<file path="config.mk">
export PLATFORM = sky130hd
export DESIGN_NAME = motor_pwm_ramp
export DESIGN_NICKNAME = d
export VERILOG_FILES = /design/src/rtl/motor_pwm_ramp.sv
export SDC_FILE = /design/constraint.sdc
export NUM_CORES = 1
export LEC_CHECK = 0
export ABC_AREA = 0
export ABC_CLOCK_PERIOD_IN_PS = 16200
export CELL_PAD_IN_SITES_DETAIL_PLACEMENT = 0
export CELL_PAD_IN_SITES_GLOBAL_PLACEMENT = 1
export CORE_ASPECT_RATIO = 1.1
export CORE_UTILIZATION = 45
export CTS_CLUSTER_DIAMETER = 60
export DETAILED_ROUTE_END_ITERATION = 8
export GPL_TIMING_DRIVEN = 0
export PLACE_DENSITY = 0.94
export SYNTH_ARGS = -nofsm -noshare
export SYNTH_HDL_FRONTEND = slang
export SYNTH_SLANG_ARGS = --single-unit
</file>
<file path="constraint.sdc">
create_clock -name clk -period 16.2 [get_ports clk]
set_clock_uncertainty 0.1 [all_clocks]
set_input_delay 2.43 -clock clk [delete_from_list [all_inputs] [get_ports clk]]
set_output_delay 2.43 -clock clk [all_outputs]
set_load 0.005 [all_outputs]
</file>
<file path="src/rtl/motor_pwm_ramp.sv">
// motor_pwm_ramp: multi-channel H-bridge PWM driver with slew-limited duty,
// dead-time on direction reversal and a per-channel brake.
//
// Ports:
//   clk        system clock
//   rst_n      synchronous active-low reset, sampled on posedge clk
//   cmd        per-channel sign-magnitude command, channel i = cmd[i*(W+1) +: W+1]
//              (bit W = reverse, bits W-1:0 = magnitude)
//   brake      per-channel immediate brake request
//   fwd        forward gate drive per channel (registered)
//   rev        reverse gate drive per channel (registered)
//   duty_mon   applied magnitude per channel, channel i = duty_mon[i*W +: W]
//   period_end high while the shared PWM counter is at its last count
module motor_pwm_ramp #(
   parameter int unsigned CH   = 2,
   parameter int unsigned W    = 10,
   parameter int unsigned STEP = 8,
   parameter int unsigned DEAD = 16
) (
   input  logic                clk,
   input  logic                rst_n,
   input  logic [CH*(W+1)-1:0] cmd,
   input  logic [CH-1:0]       brake,
   output logic [CH-1:0]       fwd,
   output logic [CH-1:0]       rev,
   output logic [CH*W-1:0]     duty_mon,
   output logic                period_end
);

   localparam int unsigned CW = W + 1;
   localparam int unsigned DW = (DEAD > 0) ? $clog2(DEAD + 1) : 1;
   localparam logic [W-1:0]  CNT_MAX = '1;
   localparam logic [W:0]    STEP_X  = CW'(STEP);
   localparam logic [DW-1:0] DEAD_X  = DW'(DEAD);

   typedef enum logic {
      S_RUN  = 1'b0,
      S_DEAD = 1'b1
   } state_t;

   logic [W-1:0] cnt;
   logic         boundary;

   // Shared PWM counter; the last count of each period is the update boundary.
   always_ff @(posedge clk) begin
      if (!rst_n) begin
         cnt <= '0;
      end else begin
         cnt <= cnt + W'(1);
      end
   end

   assign boundary   = (cnt == CNT_MAX);
   assign period_end = boundary;

   for (genvar i = 0; i < CH; i++) begin : g_ch
      logic [W-1:0]  mag;
      logic          dir;
      state_t        state;
      logic [DW-1:0] dead_cnt;
      logic          fwd_q;
      logic          rev_q;
      logic          tdir;
      logic [W-1:0]  tmag;
      logic [W:0]    toward_delta;
      logic [W:0]    decay_delta;
      logic [W-1:0]  mag_toward;
      logic [W-1:0]  mag_decay;
      logic          pwm_on;

      assign tdir   = cmd[i*CW + W];
      assign tmag   = cmd[i*CW +: W];
      assign pwm_on = (mag > cnt);

      // Candidate boundary values: one clamped step toward tmag, or one clamped step toward 0.
      // Done in W+1 bits so neither direction can wrap.
      always_comb begin
         toward_delta = '0;
         decay_delta  = '0;
         mag_toward   = mag;
         mag_decay    = mag;
         if (tmag >= mag) begin
            toward_delta = {1'b0, tmag} - {1'b0, mag};
            if (toward_delta > STEP_X) begin
               toward_delta = STEP_X;
            end
            mag_toward = W'({1'b0, mag} + toward_delta);
         end else begin
            toward_delta = {1'b0, mag} - {1'b0, tmag};
            if (toward_delta > STEP_X) begin
               toward_delta = STEP_X;
            end
            mag_toward = W'({1'b0, mag} - toward_delta);
         end
         decay_delta = (STEP_X < {1'b0, mag}) ? STEP_X : {1'b0, mag};
         mag_decay   = W'({1'b0, mag} - decay_delta);
      end

      // Channel FSM (RUN / DEAD) with registered gate drives.
      always_ff @(posedge clk) begin
         if (!rst_n) begin
            mag      <= '0;
            dir      <= 1'b0;
            state    <= S_RUN;
            dead_cnt <= '0;
            fwd_q    <= 1'b0;
            rev_q    <= 1'b0;
         end else begin
            // Gate drives from this cycle's register values, highest priority first.
            if (brake[i]) begin
               fwd_q <= 1'b1;
               rev_q <= 1'b1;
            end else if (state == S_DEAD) begin
               fwd_q <= 1'b0;
               rev_q <= 1'b0;
            end else if (mag == '0) begin
               fwd_q <= 1'b1;
               rev_q <= 1'b1;
            end else if (!dir) begin
               fwd_q <= pwm_on;
               rev_q <= 1'b0;
            end else begin
               fwd_q <= 1'b0;
               rev_q <= pwm_on;
            end

            // Brake overrides everything; DEAD blocks boundary updates until it expires.
            if (brake[i]) begin
               mag      <= '0;
               state    <= S_RUN;
               dead_cnt <= '0;
            end else if (state == S_DEAD) begin
               dead_cnt <= dead_cnt - DW'(1);
               if (dead_cnt == DW'(1)) begin
                  state <= S_RUN;
               end
            end else if (boundary) begin
               if ((tmag == '0) || (tdir == dir)) begin
                  mag <= mag_toward;
               end else if (mag != '0) begin
                  // Reversal requested: wind down in the current direction first.
                  mag <= mag_decay;
               end else begin
                  dir <= tdir;
                  if (DEAD > 0) begin
                     state    <= S_DEAD;
                     dead_cnt <= DEAD_X;
                  end
               end
            end
         end
      end

      assign fwd[i]            = fwd_q;
      assign rev[i]            = rev_q;
      assign duty_mon[i*W +: W] = mag;
   end

endmodule

</file>
### Yosys cells after proc, flatten, opt, wreduce, memory -nomap -nowiden

Cells that the tools add are included.

| storage, ports and cells | value |
|---|---|
| flip-flop bits (word level) | 48 |
| output and inout bits | 25 |
| bits in read-only memories | 0 |
| logic and storage cells | 124 |
| memories | 0 |
| bits in latches | 0 |
| bits in writable memories | 0 |
| bits of input ports | 26 |

| operators by class | value |
|---|---|
| bitwise logic cells | 9 |
| div/mod/pow operators | 0 |
| $add $sub $neg | 13 |
| equality and inequality tests | 9 |
| multipliers | 0 |
| reduce and logical (&&, ||, !) cells | 20 |
| shift-type cells | 0 |
| magnitude comparators | 10 |
| muxes and demuxes | 50 |

Operator list:

| operator | number |
|---|---|
| 10-bit two-way mux | 16 |
| 11-bit by 4-bit greater-than comparator with 1-bit output (second input constant) | 4 |
| 10-bit by 10-bit subtractor with 11-bit output | 4 |
| 10-bit zero test | 4 |
| 5-bit two-way mux | 8 |
| 10-bit subtractor | 4 |
| 1-bit two-way mux | 26 |
| 10-bit adder | 2 |
| 10-bit greater-or-equal comparator | 2 |
| 10-bit greater-than comparator | 2 |
| 4-bit by 10-bit < comparator with 1-bit output (first input constant) | 2 |
| 10-bit nonzero test | 2 |
| 3-bit AND reduction | 4 |
| 10-bit by 1-bit adder with 10-bit output (second input constant) | 1 |
| 10-bit equality test (second input constant) | 1 |
| 5-bit by 1-bit equality test with 1-bit output (second input constant) | 2 |
| 5-bit AND reduction | 2 |
| 5-bit by 1-bit subtractor with 5-bit output (second input constant) | 2 |
| 1-bit NOT | 9 |
| 2-bit inequality test (second input constant) | 4 |
| 2-bit nonzero test | 4 |
| 2-bit OR reduction | 2 |
| 1-bit equality test | 2 |
| 1-bit logical OR | 2 |

### Logic depth before layout (Yosys ltp)

| logic depth | value |
|---|---|
| word-level depth | 7 |
| mapped depth | 24 |
| mapped depth without buffers | 24 |

### Least setup slack after synthesis

Ideal clock, no wire load.

| timing path | value |
|---|---|
| path kind | input to register |
| start point | in cmd[3] |
| end point | reg g_ch[0].mag[9] |
| path buffers | 1 |
| path slack | 9.408 ns |
| cell stages on the path | 22 |
| required time | 16.028 ns |
| library setup time | 0.072 ns |
| data arrival time | 6.621 ns |
| path through | inv_1 > ha_1 > buf_2 > a21o_1 > a21o_1 > or3_1 > a211oi_2 > o211ai_1 > inv_1 > nand4b_1 > ha_1 > a22o_1 > mux2_2 > ha_1 > a21oi_1 > o2111ai_1 > o211ai_1 > o21ai_0 > nor3_1 > a41o_1 > a211oi_2 > mux2i_1 |

| on the way | value |
|---|---|
| longest elaborated chain between the ends | 7 |
| elaborated cells on any way between the ends | 17 |
| those cells by class | 4 x add/sub; 3 x order compare; 6 x mux; 4 x reduce/logical |

RTL lines:

| what | RTL line | RTL |
|---|---|---|
| from (decl) | 22 | `input logic [CH*(W+1)-1:0] cmd,` |
| 10-bit by 10-bit subtractor with 11-bit output (on tied branches) | 89, 83 |  |
| 11-bit by 4-bit greater-than comparator with 1-bit output (on tied branches) | 90, 84 |  |
| 10-bit two-way mux (on tied branches) | 90, 84 |  |
| 10-bit two-way mux | 82 | `if (tmag >= mag) begin` |
| 10-bit subtractor or 10-bit adder (tied branches) | 93, 87 |  |
| 10-bit two-way mux | 82 |  |
| 10-bit two-way mux | 138 | `if ((tmag == '0) \|\| (tdir == dir)) begin` |
| to (signal assigned) | 139 | `mag <= mag_toward;` |
| to (signal assigned) | 142 | `mag <= mag_decay;` |
| to (decl) | 57 | `logic [W-1:0] mag;` |

Several ways; a longest one is shown, not always the timed one. The select of a mux whose other input is x is not followed.
A chain may end at the register's enable or synchronous reset.

### Worst setup path after layout

| timing path | value |
|---|---|
| start point | in cmd[0] |
| end point | reg g_ch[0].mag[9] |

Same word-level chain as after synthesis.

==> summary.txt <==
Global route
  – Total GRT Usage: 23.52%
  – Pin count of the biggest net entering global routing: 17
  – Vias in the first global route: 5640
  – Initial antenna violation count: 0
  – First-pass GRT wire length: 27.10 mm
  – Remaining Overflow, GRT: 0

Critical path
  – Worst path max stage delay: 0.45 ns
  – Data required, critical path: 16.32 ns
  – WP data arrival: 7.95 ns
  – Crit-path max FO: 4
  – CP cell instances: clkdlybuf4s50_1 > ha_1 > fa_1 > nand2b_1 > a211oi_1 > o21ai_0 > a21boi_1 > o211ai_1 > inv_1 > nand4b_1 > ha_1 > inv_1 > o2111ai_1 > a32oi_1 > a21oi_1 > ha_1 > nand3_1 > o2111ai_1 > o211ai_1 > o21ai_0 > nor3_1 > a41o_1 > a211oi_2 > mux2i_1
  – Critical path class: input pin to flop
  – Worst setup EP type: flop
  – Crit path top cell by count: ha_1
  – Critical path launch point type: input pin
  – Slowest stage cell, crit path: clkdlybuf4s50_1

Timing
  – Fin. max-slew vios: 0
  – Rel. slew slack: 22.41%
  – Final setup fails: 0
  – Minimum clock period after layout: 7.830 ns
  – Setup TNS: 0 ns
  – Slew at the pin closest to its max-slew limit: 1.155 ns
  – Final Cycle Share: 48.34%
  – Fin. Hold Viols: 0
  – Fmax: 127.7 MHz
  – Unrepaired setup endpoints after global routing: no

CTS
  – Setup Fix Bufs, Post-CTS: 0
  – CTS Buffer Depth: 2
  – Clock Latency Late Sink: 0.30 ns
  – Hold buffer count at CTS: 0
  – Clock-pin slew on the worst setup and hold paths: 0.07 ns
  – Htree depth: 2
  – TritonCTS Buffers: 5
  – CTS tree: built
  – CTS Sinks: 48
  – Clk root buf: clkbuf_16
  – Post-cts gate resize count: 0

Drt
  – Post-Route WL: 16.14 mm
  – Vias: 5885
  – Iter 0 DRT Violations: 273
  – Routed Antenna Nets: 0
  – DR DRC count: 0
  – Total iterations of the first detailed-routing run: 4
  – Vias per inst: 5.714
  – Routed len/inst: 15.67 um

Place
  – Placed Cells: 1022
  – Post-DP HPWL: 12.92 mm
  – Gpl congestion: 0.8972
  – Input/output buffers: 49
  – Placed inst area: 6808 um^2

Synth
  – Most area-hungry cell type in the Yosys netlist: ha_1
  – Area share of the largest cell type after synthesis: 17.80%
  – Async set-reset flop share out of synthesis: 0%
  – Seq/Total Area, Yosys: 15.71%
  – Leading cell types by count after synthesis: inv_1, ha_1, nand2_1
  – Syn Inst Count: 812
  – Predominant post-synthesis flop cell: dfxtp_1
  – Avg Cell Area, Syn: 7.532 um^2
  – Largest cells by area after synthesis: ha_1, dfxtp_1, inv_1, nand2_1, a21oi_1
  – Netlist cell types: 78
  – Mapped Nets: 931
  – Post-synth EDFFs: 0
  – Area of the mapped netlist: 6116 um^2
  – Most common cell in the netlist: inv_1
  – Warnings from Yosys: 0
  – Synth Register Bits: 48

Status
  – Status: complete, no violations

Floorplan
  – Ports: 51
  – Die W: 113.2 um
  – Core Footprint: 13210 um^2
  – Die area: 14060 um^2
  – Vert. Die Dim: 124.3 um
  – Row count: 44
  – Initial Utilization: 46.29%

Cells and area
  – Fin area: 6980 um^2
  – Non-Filler Instances: 1030
  – Layout cell share with drive strength beyond 1: 6.789%
  – Layout area overhead: 14.14%
  – Number of diodes: 0
  – Nets: 987

Pwr
  – PD cells: 45.38 nW/um^2
  – Static leakage: 0.002816 uW
  – Total Power: 316.8 uW
  – Peak supply drop: 0.04458 mV

Job
  – Max Cap Viol: 0

Min path
  – Min-Delay Path Class: flop to flop
final timing paths:
kind,startpoint,to,slack (ns),cells past startpoint
setup reg to reg,g_ch[0].mag[0],g_ch[0].mag[9],10.38,24
hold reg to reg,g_ch[1].dead_cnt[4],g_ch[1].dead_cnt[4],0.39,1
hold / removal,g_ch[1].dead_cnt[4],g_ch[1].dead_cnt[4],0.39,1
setup / recovery,cmd[0],g_ch[0].mag[9],8.37,24
sequential cells by signal (all words and copies together) (netlist names):
name / flops
g_ch.mag: 20
cnt: 10
g_ch.dead_cnt: 10
g_ch.dir: 2
g_ch.fwd_q: 2
g_ch.rev_q: 2
g_ch.state: 2
critical path: cells and delay by family:
kind / cells / cell delay, ns
adder cells (fa/ha/maj): 4 / 1.32
AND/OR/NAND/NOR: 4 / 0.51
AO/OA/AOI/OAI: 12 / 2.79
buffers and inverters: 3 / 0.67
multiplexers: 1 / 0.24
cell type report:
type                    instances  area, um^2
plain buffers                  30       152.6
multi-input cells             642        4657
clock inverters                 3       47.55
inverters                      92       345.3
repair buffers                 49       490.5
flip-flops and latches         48       960.9
well taps                     161       201.4
fillers                      1288        6232
clock buffers                   5       125.1
cells in the final DEF, fill, tap and decap left out, types with 13 or more instances in the layout:
cell             synthesis  layout
a21o_1                  13      13
a21oi_1                 55      55
clkbuf_1                14      14
clkdlybuf4s50_1          0      49
dfxtp_1                 48      48
ha_1                    87      87
inv_1                   92      92
nand2_1                 74      74
nand3_1                 33      33
nor2_1                  51      51
nor2b_1                 17      17
nor3_1                  26      26
o21a_1                  15      15
o21ai_0                 37      37
xnor2_1                 22      22
xor2_1                  14      14
kinds of logic after synthesis:
kind of cell,share of synthesized area [%]
mux,2.046
compound gates,25.33
simple gates,23.85
xor+xnor,5.155
buf+inv,8.142
fa+ha+maj,19.76
flops,15.71
power breakdown:
part | leakage, uW | internal [uW] | total [uW] | switching [uW]
sequential | 0.000389 | 119 | 120 | 0.840
clock | 0.0000840 | 73.4 | 123 | 49.6
combinational | 0.00234 | 31.8 | 73.7 | 41.9
total | 0.00282 | 224 | 317 | 92.4
layer usage:
metal,vias to the layer above,track usage (%),part of all wire [%]
met5,-,0,0
met4,0,7.121,2.2
met3,25,2.822,3.9
met2,106,39.37,46
met1,2712,31.39,48
li1,3042,-,-
per-stage QoR:
stage	util, %	hold slack, ns	setup WS, ns
2_1_floorplan	-	0.3433	9.408
3_3_place_gp	51.52	0.3675	8.299
3_5_place_dp	51.52	0.3725	8.239
4_1_cts	52.83	0.3846	8.481
5_1_grt	52.83	0.4011	7.895
6_report	52.83	0.3869	8.370
Power figures use the tool's default switching activity.
